## src/rtl/cond_pkg.sv

```systemverilog
// Shared condition-code definitions: cond field encoding and flag bit positions.
// No logic; types and constants only.
// Imported by every file of the condition unit.
package cond_pkg;

  typedef enum logic [3:0] {
    EQ = 4'd0,
    NE = 4'd1,
    CS = 4'd2,
    CC = 4'd3,
    MI = 4'd4,
    PL = 4'd5,
    VS = 4'd6,
    VC = 4'd7,
    HI = 4'd8,
    LS = 4'd9,
    GE = 4'd10,
    LT = 4'd11,
    GT = 4'd12,
    LE = 4'd13,
    AL = 4'd14,
    NV = 4'd15
  } cond_e;

  // Flag vector is {Z,N,C,V}
  localparam int Z_BIT = 3;
  localparam int N_BIT = 2;
  localparam int C_BIT = 1;
  localparam int V_BIT = 0;

endpackage

```

## src/rtl/cond_eval.sv

```systemverilog
// Condition decode: cond field + flags -> pass / illegal.
// Latency: purely combinational, zero cycles.
// Backpressure: none, no state.
module cond_eval
  import cond_pkg::*;
(
  input  logic [3:0] cond,
  input  logic [3:0] flags,
  output logic       pass,
  output logic       illegal
);

  logic z, n, c, v;

  assign z = flags[Z_BIT];
  assign n = flags[N_BIT];
  assign c = flags[C_BIT];
  assign v = flags[V_BIT];

  // Decode the condition; NV never passes and is flagged illegal
  always_comb begin
    pass    = 1'b0;
    illegal = 1'b0;
    case (cond_e'(cond))
      EQ: pass = z;
      NE: pass = ~z;
      CS: pass = c;
      CC: pass = ~c;
      MI: pass = n;
      PL: pass = ~n;
      VS: pass = v;
      VC: pass = ~v;
      HI: pass = c & ~z;
      LS: pass = ~c | z;
      GE: pass = (n == v);
      LT: pass = (n != v);
      GT: pass = ~z & (n == v);
      LE: pass = z | (n != v);
      AL: pass = 1'b1;
      NV: illegal = 1'b1;
      default: pass = 1'b0;
    endcase
  end

endmodule

```

## src/rtl/cond_unit.sv

```systemverilog
// Conditional-execution stage: evaluates cond against architectural flags, gates writes.
// Latency: 1 cycle from accept to out_valid; flags update at the accept edge.
// Backpressure: one-entry output register, in_ready = ~out_valid | out_ready.
module cond_unit
  import cond_pkg::*;
#(
  parameter int CNT_W = 8
) (
  input  logic             clk,
  input  logic             reset,
  input  logic             in_valid,
  output logic             in_ready,
  input  logic [3:0]       cond,
  input  logic [3:0]       flags_in,
  input  logic             flag_write,
  input  logic             reg_write,
  input  logic             mem_write,
  output logic             out_valid,
  input  logic             out_ready,
  output logic             cond_ex,
  output logic             reg_write_q,
  output logic             mem_write_q,
  output logic [3:0]       flags_q,
  output logic             illegal,
  output logic [CNT_W-1:0] squash_cnt
);

  localparam logic [CNT_W-1:0] CNT_MAX = '1;

  logic pass;
  logic illegal_d;
  logic accept;

  // Evaluation always sees the registered flags, never flags_in
  cond_eval u_cond_eval (
    .cond    (cond),
    .flags   (flags_q),
    .pass    (pass),
    .illegal (illegal_d)
  );

  assign in_ready = ~out_valid | out_ready;
  assign accept   = in_valid & in_ready;

  // Output stage: load on accept, clear to zero when drained without reload
  always_ff @(posedge clk or posedge reset) begin
    if (reset) begin
      out_valid   <= 1'b0;
      cond_ex     <= 1'b0;
      reg_write_q <= 1'b0;
      mem_write_q <= 1'b0;
      illegal     <= 1'b0;
    end else if (accept) begin
      out_valid   <= 1'b1;
      cond_ex     <= pass;
      reg_write_q <= reg_write & pass;
      mem_write_q <= mem_write & pass;
      illegal     <= illegal_d;
    end else if (out_ready) begin
      out_valid   <= 1'b0;
      cond_ex     <= 1'b0;
      reg_write_q <= 1'b0;
      mem_write_q <= 1'b0;
      illegal     <= 1'b0;
    end
  end

  // Architectural flags: written only by an accepted, passing flag-setting op
  always_ff @(posedge clk or posedge reset) begin
    if (reset) begin
      flags_q <= 4'b0000;
    end else if (accept && flag_write && pass) begin
      flags_q <= flags_in;
    end
  end

  // Saturating count of accepted ops whose condition failed
  always_ff @(posedge clk or posedge reset) begin
    if (reset) begin
      squash_cnt <= '0;
    end else if (accept && !pass && squash_cnt != CNT_MAX) begin
      squash_cnt <= squash_cnt + 1'b1;
    end
  end

endmodule

```

## config.mk

```make
export PLATFORM = sky130hd
export DESIGN_NAME = cond_unit
export DESIGN_NICKNAME = d
export VERILOG_FILES = /design/src/rtl/cond_pkg.sv /design/src/rtl/cond_eval.sv /design/src/rtl/cond_unit.sv
export SDC_FILE = /design/constraint.sdc
export NUM_CORES = 1
export LEC_CHECK = 0
export ABC_CLOCK_PERIOD_IN_PS = 2400
export CAP_MARGIN = 10
export CORE_MARGIN = 2
export CORE_UTILIZATION = 43
export DETAILED_ROUTE_END_ITERATION = 10
export PLACE_DENSITY_LB_ADDON = 0.15
export SLEW_MARGIN = 10
export SYNTH_ARGS = -nofsm -noshare
export SYNTH_HDL_FRONTEND = slang
export SYNTH_SLANG_ARGS = --single-unit
```

## constraint.sdc

```tcl
create_clock -name clk -period 2.4 [get_ports clk]
set_input_delay 0.36 -clock clk [delete_from_list [all_inputs] [get_ports clk]]
set_output_delay 0.36 -clock clk [all_outputs]
set_load 0.02 [all_outputs]
```

Word level (Yosys, flattened, before mapping) --
Index checks and enable logic that the tools add are counted.
Storage, ports and cells: register bits after elaboration 17, bits of input ports 15
Cells by class: add/subtract/negate cells 1, equality and inequality tests 18, multiplexer cells 8, bitwise gates (word level) 13, reduce and logical (&&, ||, !) cells 7
Operator list (number):
- 4-bit == test, second input constant | 8
- 4-bit by 3-bit == test with 1-bit output, second input constant | 4
- 1-bit case mux with 15 select lines | 1
- 8-bit by 1-bit adder with 8-bit output, second input constant | 1
- 4-bit by 2-bit == test with 1-bit output, second input constant | 2
- 8-bit inequality test, second input constant | 1
- 1-bit two-way mux | 7
- 1-bit AND | 5
- 1-bit inverter | 5
- 4-bit by 1-bit == test with 1-bit output, second input constant | 1
- 1-bit logical AND | 4
- 4-bit zero test | 1
- 1-bit bitwise OR | 3
- 2-bit nonzero test | 1
- 1-bit == test | 1
- 1-bit zero test | 1
- 1-bit inequality test | 1

Longest topological paths before layout --
Gate-level depths: netlist of run 1.
depth after elaboration 6, gate-level depth with buffers 8

Modules after synthesis --
From an unflattened synthesis of run 1, not the netlist that was laid out.
Unflattened totals: cells, all modules 89, area total of the unflattened synthesis 960.9 um^2
Modules (own cells, without submodules):
- cond_unit | instances 1, cells each 59, area an instance 758.2 um^2, seq. area each 425.4 um^2
- cond_eval | instances 1, cells each 30, area an instance 202.7 um^2, seq. area each 0.0 um^2

Worst setup path after synthesis of run 1 --
OpenSTA, ideal clock, no wires.
path kind reg-to-reg, from register flags_q[0], to register squash_cnt[4], setup time 0.128 ns, data arrival time 1.993 ns, required time 2.272 ns, path slack 0.280 ns, cell stages (with the launch flop) 8, period minus slack after synthesis 2.120 ns, cells stage by stage dfrtp_1 xor2_1 and2_0 a222oi_1 o311ai_2 buf_6 nor3_2 mux2_1
Between the ends: cells in the longest elaborated chain, start to end 6, elaborated cells between the ends (all ways) 9
Ends and longest elaborated chain:
- from (decl) | RTL line cond_unit.sv:23 | output logic [3:0] flags_q,
- from (signal assigned) | RTL line cond_unit.sv:73 | flags_q <= flags_in;
- 1-bit inequality test or 1-bit == test (tied branches)
- 1-bit bitwise OR or 1-bit AND (tied branches) | RTL line cond_eval.sv:38, cond_eval.sv:37
- 1-bit case mux with 15 select lines * | RTL line cond_eval.sv:24 | case (cond_e'(cond))
- 1-bit zero test * | RTL line cond_unit.sv:81 | end else if (accept && !pass && squash_cnt != CNT_MAX) begin
- 1-bit logical AND * (2 in series) | RTL line cond_unit.sv:81
- to (signal assigned) | RTL line cond_unit.sv:82 | squash_cnt <= squash_cnt + 1'b1;
- to (decl) | RTL line cond_unit.sv:25 | output logic [CNT_W-1:0] squash_cnt
Mark *: on every way between the ends. The rest lies on a longest branch, timed or not. A chain may end at the register's enable or synchronous reset.

Final worst setup path of run 1 --
from input port cond[0], to register squash_cnt[4]
Between the ends: cells in the longest elaborated chain, start to end 5, elaborated cells between the ends (all ways) 19
Ends and longest elaborated chain:
- from (decl) | RTL line cond_unit.sv:13 | input logic [3:0] cond,
- 4-bit == test (tied with other cells) | RTL line cond_eval.sv:24
- 1-bit case mux with 15 select lines * | RTL line cond_eval.sv:24
- 1-bit zero test * | RTL line cond_unit.sv:81
- 1-bit logical AND * (2 in series) | RTL line cond_unit.sv:81
Marked as above.

==> results of run 1 <==
## critical path: stages
cell	delay, ps
clkdlybuf4s50_1	480
xor2_1	170
and2_0	160
a222oi_1	370
o311ai_2	180
buf_4	200
nor3_2	170
mux2_1	330
## power groups by stage
stage	Combinational, mW	Sequential [mW]	Clock [mW]
global placement	0.659	0.499	0
finish	0.663	0.496	0.146
CTS	0.670	0.498	0.155
detailed placement	0.668	0.502	0
floorplan	0.287	0.587	0
global route	0.724	0.513	0.166
## worst min path at each step
stage,slack (ps),start,to,depth (start not counted)
after floorplan,290,reset,cond_ex,1
after global placement,470,mem_write_q,mem_write_q,1
after detailed placement,490,cond_ex,cond_ex,1
after CTS,470,reset,squash_cnt[5],2
after global routing,520,reset,squash_cnt[5],2
final,450,reset,out_valid,2
## state kept, by name, summed over array words and instances (netlist names)
signal       flops
out_valid        1
squash_cnt       8
cond_ex          1
mem_write_q      1
flags_q          4
reg_write_q      1
illegal          1
## routing by layer
metal  routed length, um  GRT usage (%)  part of all wire [%]  up-vias
li1                    -              -                     -      431
met1                1010           21.0                    48      396
met2                 990           28.5                    47       23
met3                  90           5.08                   4.3        2
met4                  12           3.85                  0.57        0
met5                   0              0                     0        -
## placed cells by master, fill, tap and decap left out, types with 2 or more instances in the layout
cell / n
a32o_1: 2
buf_4: 9
clkbuf_4: 3
clkdlybuf4s50_1: 31
dfrtp_1: 17
inv_1: 6
mux2_1: 4
mux2_2: 4
mux2i_1: 3
nand2_1: 9
nand2b_1: 3
nand3_1: 6
nand3b_1: 3
nor2_1: 5
nor3_1: 2
nor3_2: 2
o21ai_0: 3
xor2_1: 6
## logic make-up (layout without fill, tap and decap cells)
family | after synthesis | count (layout)
AO/OA/AOI/OAI | 12 | 12
XOR/XNOR | 7 | 7
adder cells (fa/ha/maj) | 1 | 1
buffers and inverters | 12 | 51
flip-flops | 17 | 17
multiplexers | 11 | 11
AND/OR/NAND/NOR | 39 | 39
## cell type report
cell class,count,area share (%)
repair buffers,41,27.0
multi-input cells,70,37.7
clock buffers,4,1.82
well taps,28,2.42
flip-flops and latches,17,29.4
inverters,6,1.56
## metrics by stage
step                hold slack (ps)  setup slack [ps]  TNS [ps]  cells
finish                          449               145         0    166
global route                    522              14.2         0    166
CTS                             470               103         0    166
detailed placement              486              -213     -1640    162
global placement                474              -128      -879    162
floorplan                       286               280         0     99
==> flow_summary.json, run 1 <==
{
  "r2r-end": "squash_cnt[4]",
  "p_seq_share_pct": 38.0,
  "multi_input_area_um2": 546,
  "hpwl_um": 1660,
  "hold_violations": 0,
  "layout_min_cycle_time_ps": 2260,
  "post_cts_buffers": 0,
  "syn_to_final_growth_pct": 39.7,
  "synth_mux_area_share_pct": 11.6,
  "place.gp.congestion": 0.829,
  "critical_path_required_ps": 2570,
  "relSlewSlack_pct": 57.8,
  "grt.total_usage_pct": 16.9,
  "ff2ff_path_depth": 7,
  "cts_tree": "built",
  "h-tree-depth": 1,
  "p_comb_share_pct": 50.8,
  "avgSynthCellArea_um2": 10.5,
  "worstHoldPathType": "in -> async",
  "power_density_nw_per_um2": 904,
  "synth_common_cells": "dfrtp_1, nand2_1, inv_1, nand3_1, xor2_1",
  "cp-end-kind": "flip-flop",
  "maxSlewViolCount": 0,
  "maxCapViolCount": 0,
  "p_int_mw": 0.791,
  "drive_above_1_share_pct": 18.1,
  "antenna_cells": 0,
  "worst_slew_pin_slew_ps": 632,
  "synthFlopType": "dfrtp_1",
  "drt-vias-per-instance": 5.13,
  "synth_top_family_by_area": "simple AND/OR/NAND/NOR gates",
  "drc": 0,
  "routedWlPerCell_um": 12.7,
  "final_area_um2": 1450,
  "synth-compound-area-share_pct": 10.2,
  "critPathLaunch": "cond[0]",
  "postPlaceCellArea_um2": 1420,
  "power_mw": 1.31,
  "syn-num-nets": 115,
  "grt_overflow": 0,
  "clock_latency_ps": 280,
  "max_freq_mhz": 443,
  "regArea_um2": 425,
  "synth_most_common_cell": "dfrtp_1",
  "grt_max_degree": 18,
  "synthTopCellsByArea": "dfrtp_1, xor2_1, mux2_1",
  "clk_path_buf_depth": 2,
  "start_util_pct": 46.3,
  "die_h_um": 53.1,
  "clock_sinks": 17,
  "grt_pass1_wl_um": 3440,
  "setup_viol": 0,
  "coreArea_um2": 2230,
  "p_leak_nw": 0.634,
  "syn_area_um2": 1030,
  "root_buffer": "clkbuf_4",
  "yosys.area_share.adder_pct": 1.21,
  "n_fill_cell": 191,
  "antenna_found_initial": 0,
  "r2r-start": "flags_q[0]",
  "routed_wl_um": 2100,
  "yosysUniqueCellTypes": 36,
  "num_vias": 852,
  "drtIter0Drc": 13,
  "power_frac_clock_pct": 11.2,
  "synth_edf_count": 0,
  "worst_clock_skew_ps": 0.687,
  "final.period_utilization_pct": 94.0,
  "rrSetupSlack_ps": 240,
  "cp-endpoint": "squash_cnt[4]",
  "cp-start-kind": "primary input",
  "clkTransAtPathRegs_ps": 90,
  "status": "finished, final reports clean",
  "ctsResizeCount": 0,
  "io_pins": 33,
  "p_switching_mw": 0.516,
  "die_x_um": 53.1,
  "ant_nets": 0,
  "postCtsHoldBufs": 0,
  "drt-pass1-iter-count": 4,
  "ys_ff_latch": 17,
  "crit_type": "in -> reg",
  "yosys.area_share.simple_pct": 23.8,
  "arrival_ps": 2430,
  "fin_nets": 155,
  "netlist_instances": 99,
  "cts_buffers": 3,
  "synth_top_cell_by_area": "dfrtp_1",
  "synth_sequential_area_ratio_pct": 41.1,
  "rsz0062_at_grt": "false",
  "fp-row-count": 17,
  "synth_xor_area_share_pct": 5.93,
  "netlist.area_leader.share_pct": 41.1,
  "ir_drop_mv": 0.541,
  "grt_pass1_vias": 796,
  "swShare_pct": 39.5,
  "fin_util_pct": 64.7,
  "fp.dieArea_um2": 2810,
  "ys.warnings.count": 0,
  "async_flop_share_pct": 100,
  "port_buffers": 32,
  "path_max_fanout": 7
}
Power figures use the tool's default switching activity.
==> run 2: changes to the inputs <==
CORE_UTILIZATION = 44   (was 43)
SYNTH_HIERARCHICAL = 1   (was default)
==> flow_summary.json, run 2 <==
{
  "grt_max_degree": 18,
  "fp-row-count": 16,
  "setup_viol": 0,
  "hpwl_um": 1710,
  "worstHoldPathType": "in -> async",
  "cp-start-kind": "primary input",
  "root_buffer": "clkbuf_4",
  "die_x_um": 50.7,
  "cp_slowest_cell": "clkdlybuf4s50_1",
  "top_regs": "squash_cnt: 8 flops, flags_q: 4 flops",
  "cp-end-kind": "flip-flop",
  "clock_sinks": 17,
  "drive_above_1_share_pct": 26.5,
  "syn_area_um2": 961,
  "coreArea_um2": 2000,
  "clk_path_buf_depth": 2,
  "grt.total_usage_pct": 18.9,
  "largest-register": "squash_cnt",
  "path_buf_inv": 2,
  "ir_drop_mv": 0.588,
  "antenna_found_initial": 0,
  "synth_most_common_cell": "dfrtp_1",
  "synthFlopType": "dfrtp_1",
  "rrSetupSlack_ps": 170,
  "largest_register_ffs": 8,
  "fin_util_pct": 73.0,
  "arrival_ps": 2460,
  "synth_top_family_by_area": "simple AND/OR/NAND/NOR gates",
  "crit_family": "buffers and inverters",
  "avgSynthCellArea_um2": 10.8,
  "drt-pass1-iter-count": 4,
  "critical_path_required_ps": 2580,
  "power_mw": 1.25,
  "syn-num-nets": 105,
  "yosysUniqueCellTypes": 36,
  "async_flop_share_pct": 100,
  "cts_tree": "built",
  "drc": 0,
  "antenna_cells": 0,
  "placed_cells": 159,
  "ff2ff_path_depth": 7,
  "worst_slew_pin_slew_ps": 634,
  "routed_wl_um": 2210,
  "worst_clock_skew_ps": 3.60,
  "netlist.area_leader.share_pct": 44.3,
  "layout_commonest_cell": "clkdlybuf4s50_1",
  "synth_xor_area_share_pct": 7.16,
  "p_leak_nw": 0.659,
  "maxCapViolCount": 0,
  "routedWlPerCell_um": 13.5,
  "synth_sequential_area_ratio_pct": 44.3,
  "crit_chain": "clkdlybuf4s50_1 -> buf_4 -> nand2_1 -> a221oi_1 -> a211o_1 -> a211o_1 -> and3_2 -> nand2_1 -> mux2_2",
  "hold_violations": 0,
  "layout_min_cycle_time_ps": 2280,
  "fin_nets": 153,
  "finalNonFillerCells": 163,
  "synthTopCellsByArea": "dfrtp_1, mux2_2, xor2_1",
  "syn_to_final_growth_pct": 52.1,
  "start_util_pct": 48.0,
  "rsz0062_at_grt": "false",
  "num_vias": 863,
  "cts_buffers": 3,
  "synth-compound-area-share_pct": 13.8,
  "clkTransAtPathRegs_ps": 100,
  "ant_nets": 0,
  "grt_pass1_vias": 850,
  "final.period_utilization_pct": 95.0,
  "netlist_instances": 89,
  "drt-vias-per-instance": 5.29,
  "max_freq_mhz": 439,
  "critPathLaunch": "cond[3]",
  "power_density_nw_per_um2": 853,
  "yosys.area_share.adder_pct": 1.30,
  "h-tree-depth": 1,
  "crit_type": "in -> reg",
  "io_pins": 33,
  "r2r-end": "flags_q[0]",
  "synth_edf_count": 0,
  "yosys.area_share.simple_pct": 22.7,
  "port_buffers": 32,
  "grt_overflow": 0,
  "slowest_delay_ps": 470,
  "ys.warnings.count": 6,
  "fp.dieArea_um2": 2570,
  "place.gp.congestion": 0.840,
  "relSlewSlack_pct": 57.7,
  "synth_common_cells": "dfrtp_1, nand2_1, nor3_1, xor2_1",
  "drtIter0Drc": 2,
  "clock_latency_ps": 290,
  "fin_tns_setup_ps": 0,
  "final_cell_mix": "clkdlybuf4s50_1, dfrtp_1, buf_4",
  "r2r-start": "flags_q[2]",
  "status": "finished, final reports clean",
  "ys_ff_latch": 17,
  "path_max_fanout": 5,
  "synth_top_cell_by_area": "dfrtp_1",
  "maxSlewViolCount": 0,
  "synth_mux_area_share_pct": 8.98,
  "die_h_um": 50.7,
  "grt_pass1_wl_um": 3650
}
run 2: cell count changes in the layout (fill, tap and decap cells not counted), sizes merged, moves of 4 or more:
cell / delta
a21oi: +4
buf: +4
inv: -4
nand3: -4
run 2: worst max path at each step:
| stage | cells after the start | slack (ps) | endpoint |
|---|---|---|---|
| 2_1_floorplan | 7 | 80 | squash_cnt[7] |
| 3_3_place_gp | 8 | -310 | squash_cnt[7] |
| 3_5_place_dp | 8 | -370 | squash_cnt[7] |
| 4_1_cts | 9 | 40 | squash_cnt[7] |
| 5_1_grt | 9 | 30 | flags_q[3] |
| 6_report | 9 | 120 | flags_q[0] |
run 2: kinds of logic after synthesis:
group	count (synthesis)
compound gates	18
xor+xnor	7
fa+ha+maj	1
buf+inv	4
flops	17
mux	7
simple gates	35
run 2: layout make-up:
class | count | area (um2)
clock buffers | 4 | 26.3
inverters | 2 | 7.51
fillers | 154 | 541
repair buffers | 45 | 417
flip-flops and latches | 17 | 425
well taps | 27 | 33.8
multi-input cells | 68 | 552
run 2: timing repair:
item	4_1_cts	5_1_grt
setup endpoints to repair	4	5
setup buffers	0	0
cloned	0	0
gates resized for setup	1	6
hold buffers	0	0
run 2: metal layers:
layer  routed length [um]  share of wire (%)  track usage (%)  up-vias
met5                    0                  0                0        -
met3                  103                4.7             3.87        2
met1                  971                 44             25.0      419
met4                   15               0.68             5.41        0
met2                 1120                 51             31.4       26
li1                     -                  -                -      416
run 2: power breakdown:
| part | internal [mW] | switching (mW) | total, mW | leakage [nW] |
|---|---|---|---|---|
| Sequential | 0.369 | 0.101 | 0.469 | 0.212 |
| Combinational | 0.344 | 0.279 | 0.623 | 0.432 |
| Clock | 0.0646 | 0.0891 | 0.154 | 0.0150 |
| Total | 0.777 | 0.469 | 1.25 | 0.659 |
run 2: per-stage QoR:
| step | cell area (um2) | setup slack [ps] | hold WS (ps) |
|---|---|---|---|
| floorplan | 961 | 75.2 | 286 |
| global placement | 1400 | -308 | 463 |
| detailed placement | 1400 | -374 | 484 |
| CTS | 1430 | 43.6 | 467 |
| global route | 1460 | 32.1 | 531 |
| finish | 1460 | 120 | 444 |
==> run 3: changes to the inputs <==
CTS_CLUSTER_DIAMETER = 30   (was default)
SETUP_SLACK_MARGIN = 0.5   (was default)
==> flow_summary.json, run 3 (synthesis gave the netlist of run 2 again) <==
{
  "status": "finished, final reports clean",
  "n_fill_cell": 159,
  "final_cell_mix": "clkdlybuf4s50_1, dfrtp_1, buf_4",
  "grt.total_usage_pct": 18.4,
  "clkTransAtPathRegs_ps": 110,
  "die_x_um": 50.7,
  "coreArea_um2": 2000,
  "drt-pass1-iter-count": 5,
  "fin_nets": 152,
  "multi_input_area_um2": 566,
  "ant_nets": 0,
  "grt_pass1_wl_um": 3590,
  "clk_path_buf_depth": 2,
  "fp-row-count": 16,
  "antenna_cells": 0,
  "grt_overflow": 0,
  "antenna_found_initial": 0,
  "path_max_fanout": 7,
  "worst_clock_skew_ps": 14.5,
  "port_buffers": 32,
  "max_freq_mhz": 471,
  "cts_tree": "built",
  "maxCapViolCount": 0,
  "worst_slew_pin_slew_ps": 628,
  "hold_violations": 0,
  "maxSlewViolCount": 0,
  "top_regs": "squash_cnt: 8 flops, flags_q: 4 flops",
  "drt-vias-per-instance": 5.20,
  "grt_max_degree": 18,
  "layout_commonest_cell": "clkdlybuf4s50_1",
  "syn_to_final_growth_pct": 53.4,
  "root_buffer": "clkbuf_4",
  "routedWlPerCell_um": 13.6,
  "routed_wl_um": 2200,
  "io_pins": 33,
  "place.gp.congestion": 0.801,
  "cp-start-kind": "flip-flop",
  "setup_ws_ps": 277,
  "critical_path_required_ps": 2600,
  "regArea_um2": 429,
  "largest-register": "squash_cnt",
  "arrival_ps": 2320,
  "final.period_utilization_pct": 88.5,
  "rrSetupSlack_ps": 280,
  "clock_sinks": 17,
  "start_util_pct": 48.0,
  "cp-end-kind": "flip-flop",
  "fin_util_pct": 73.6,
  "die_h_um": 50.7,
  "power_density_nw_per_um2": 851,
  "power_mw": 1.25,
  "fp.dieArea_um2": 2570,
  "drtIter0Drc": 37,
  "worstHoldPathType": "in -> async",
  "grt_pass1_vias": 809,
  "cts_buffers": 3,
  "postCtsHoldBufs": 0,
  "clock_latency_ps": 300,
  "drive_above_1_share_pct": 27.4,
  "crit_type": "reg -> reg",
  "layout_min_cycle_time_ps": 2120,
  "num_vias": 842,
  "setup_viol": 0,
  "drc": 0,
  "relSlewSlack_pct": 58.1,
  "ir_drop_mv": 0.739,
  "p_leak_nw": 0.678,
  "place_ws_ps": -237,
  "rsz0062_at_grt": "true",
  "h-tree-depth": 1,
  "hpwl_um": 1630,
  "largest_register_ffs": 8
}
run 3: cell count changes in the layout (fill, tap and decap cells not counted), sizes merged:
cell	previous run	this run
clkinv	0	1
buf	13	12
clkdlybuf4s50	31	29
dlygate4sd2	1	3
clkbuf	4	3
run 3: final cells by class:
type | instances | area share [%]
Inverter | 2 | 0.509
Clock inverter | 1 | 0.340
Sequential cell | 17 | 29.1
Multi-Input combinational cell | 68 | 38.4
Timing Repair Buffer | 44 | 27.8
Clock buffer | 3 | 1.53
Tap cell | 27 | 2.29
run 3: metrics by stage:
| step | cells | TNS (ps) | instance area, um2 | hold WS, ps |
|---|---|---|---|---|
| after floorplan | 89 | 0 | 988 | 286 |
| after global placement | 155 | -1360 | 1400 | 462 |
| after detailed placement | 155 | -2190 | 1400 | 473 |
| after CTS | 161 | 0 | 1460 | 452 |
| after global routing | 162 | 0 | 1470 | 495 |
| final | 162 | 0 | 1470 | 425 |
run 3: routing by layer:
layer | up-vias | GRT usage, % | share of wire, %
met5 | - | 0 | 0
met4 | 0 | 5.41 | 0.45
met3 | 2 | 4.46 | 7.1
met2 | 38 | 28.9 | 47
met1 | 387 | 25.0 | 45
li1 | 415 | - | -
run 3: worst paths after layout:
kind	start	end	cells after the start
worst max-delay path	flags_q[2]	squash_cnt[7]	7
worst min-delay path	reset	squash_cnt[1]	2
worst max register to register	flags_q[2]	squash_cnt[7]	7
worst min register to register	cond_ex	cond_ex	1
max in group asynchronous	reset	flags_q[2]	2
min in group clk	cond_ex	cond_ex	1
run 3: worst max-delay path, cell delays in order (launching register included):
cell and delay (ps):
dfrtp_2 450, xnor2_2 210, o22ai_1 110, a211o_1 300, a211o_1 280, nand3b_4 220, nor3_4 160, mux2_4 310
run 3: power by group:
group | total (mW) | internal, mW | switching, mW
combinational | 0.624 | 0.342 | 0.282
clock | 0.159 | 0.0621 | 0.0971
sequential | 0.472 | 0.373 | 0.0989
run 3: repair_timing:
action | 4_1_cts | 5_1_grt
buffers inserted | 2 | 1
pin swaps | 1 | 2
endpoints found under the setup margin | 16 | 15
gates resized for setup | 7 | 2
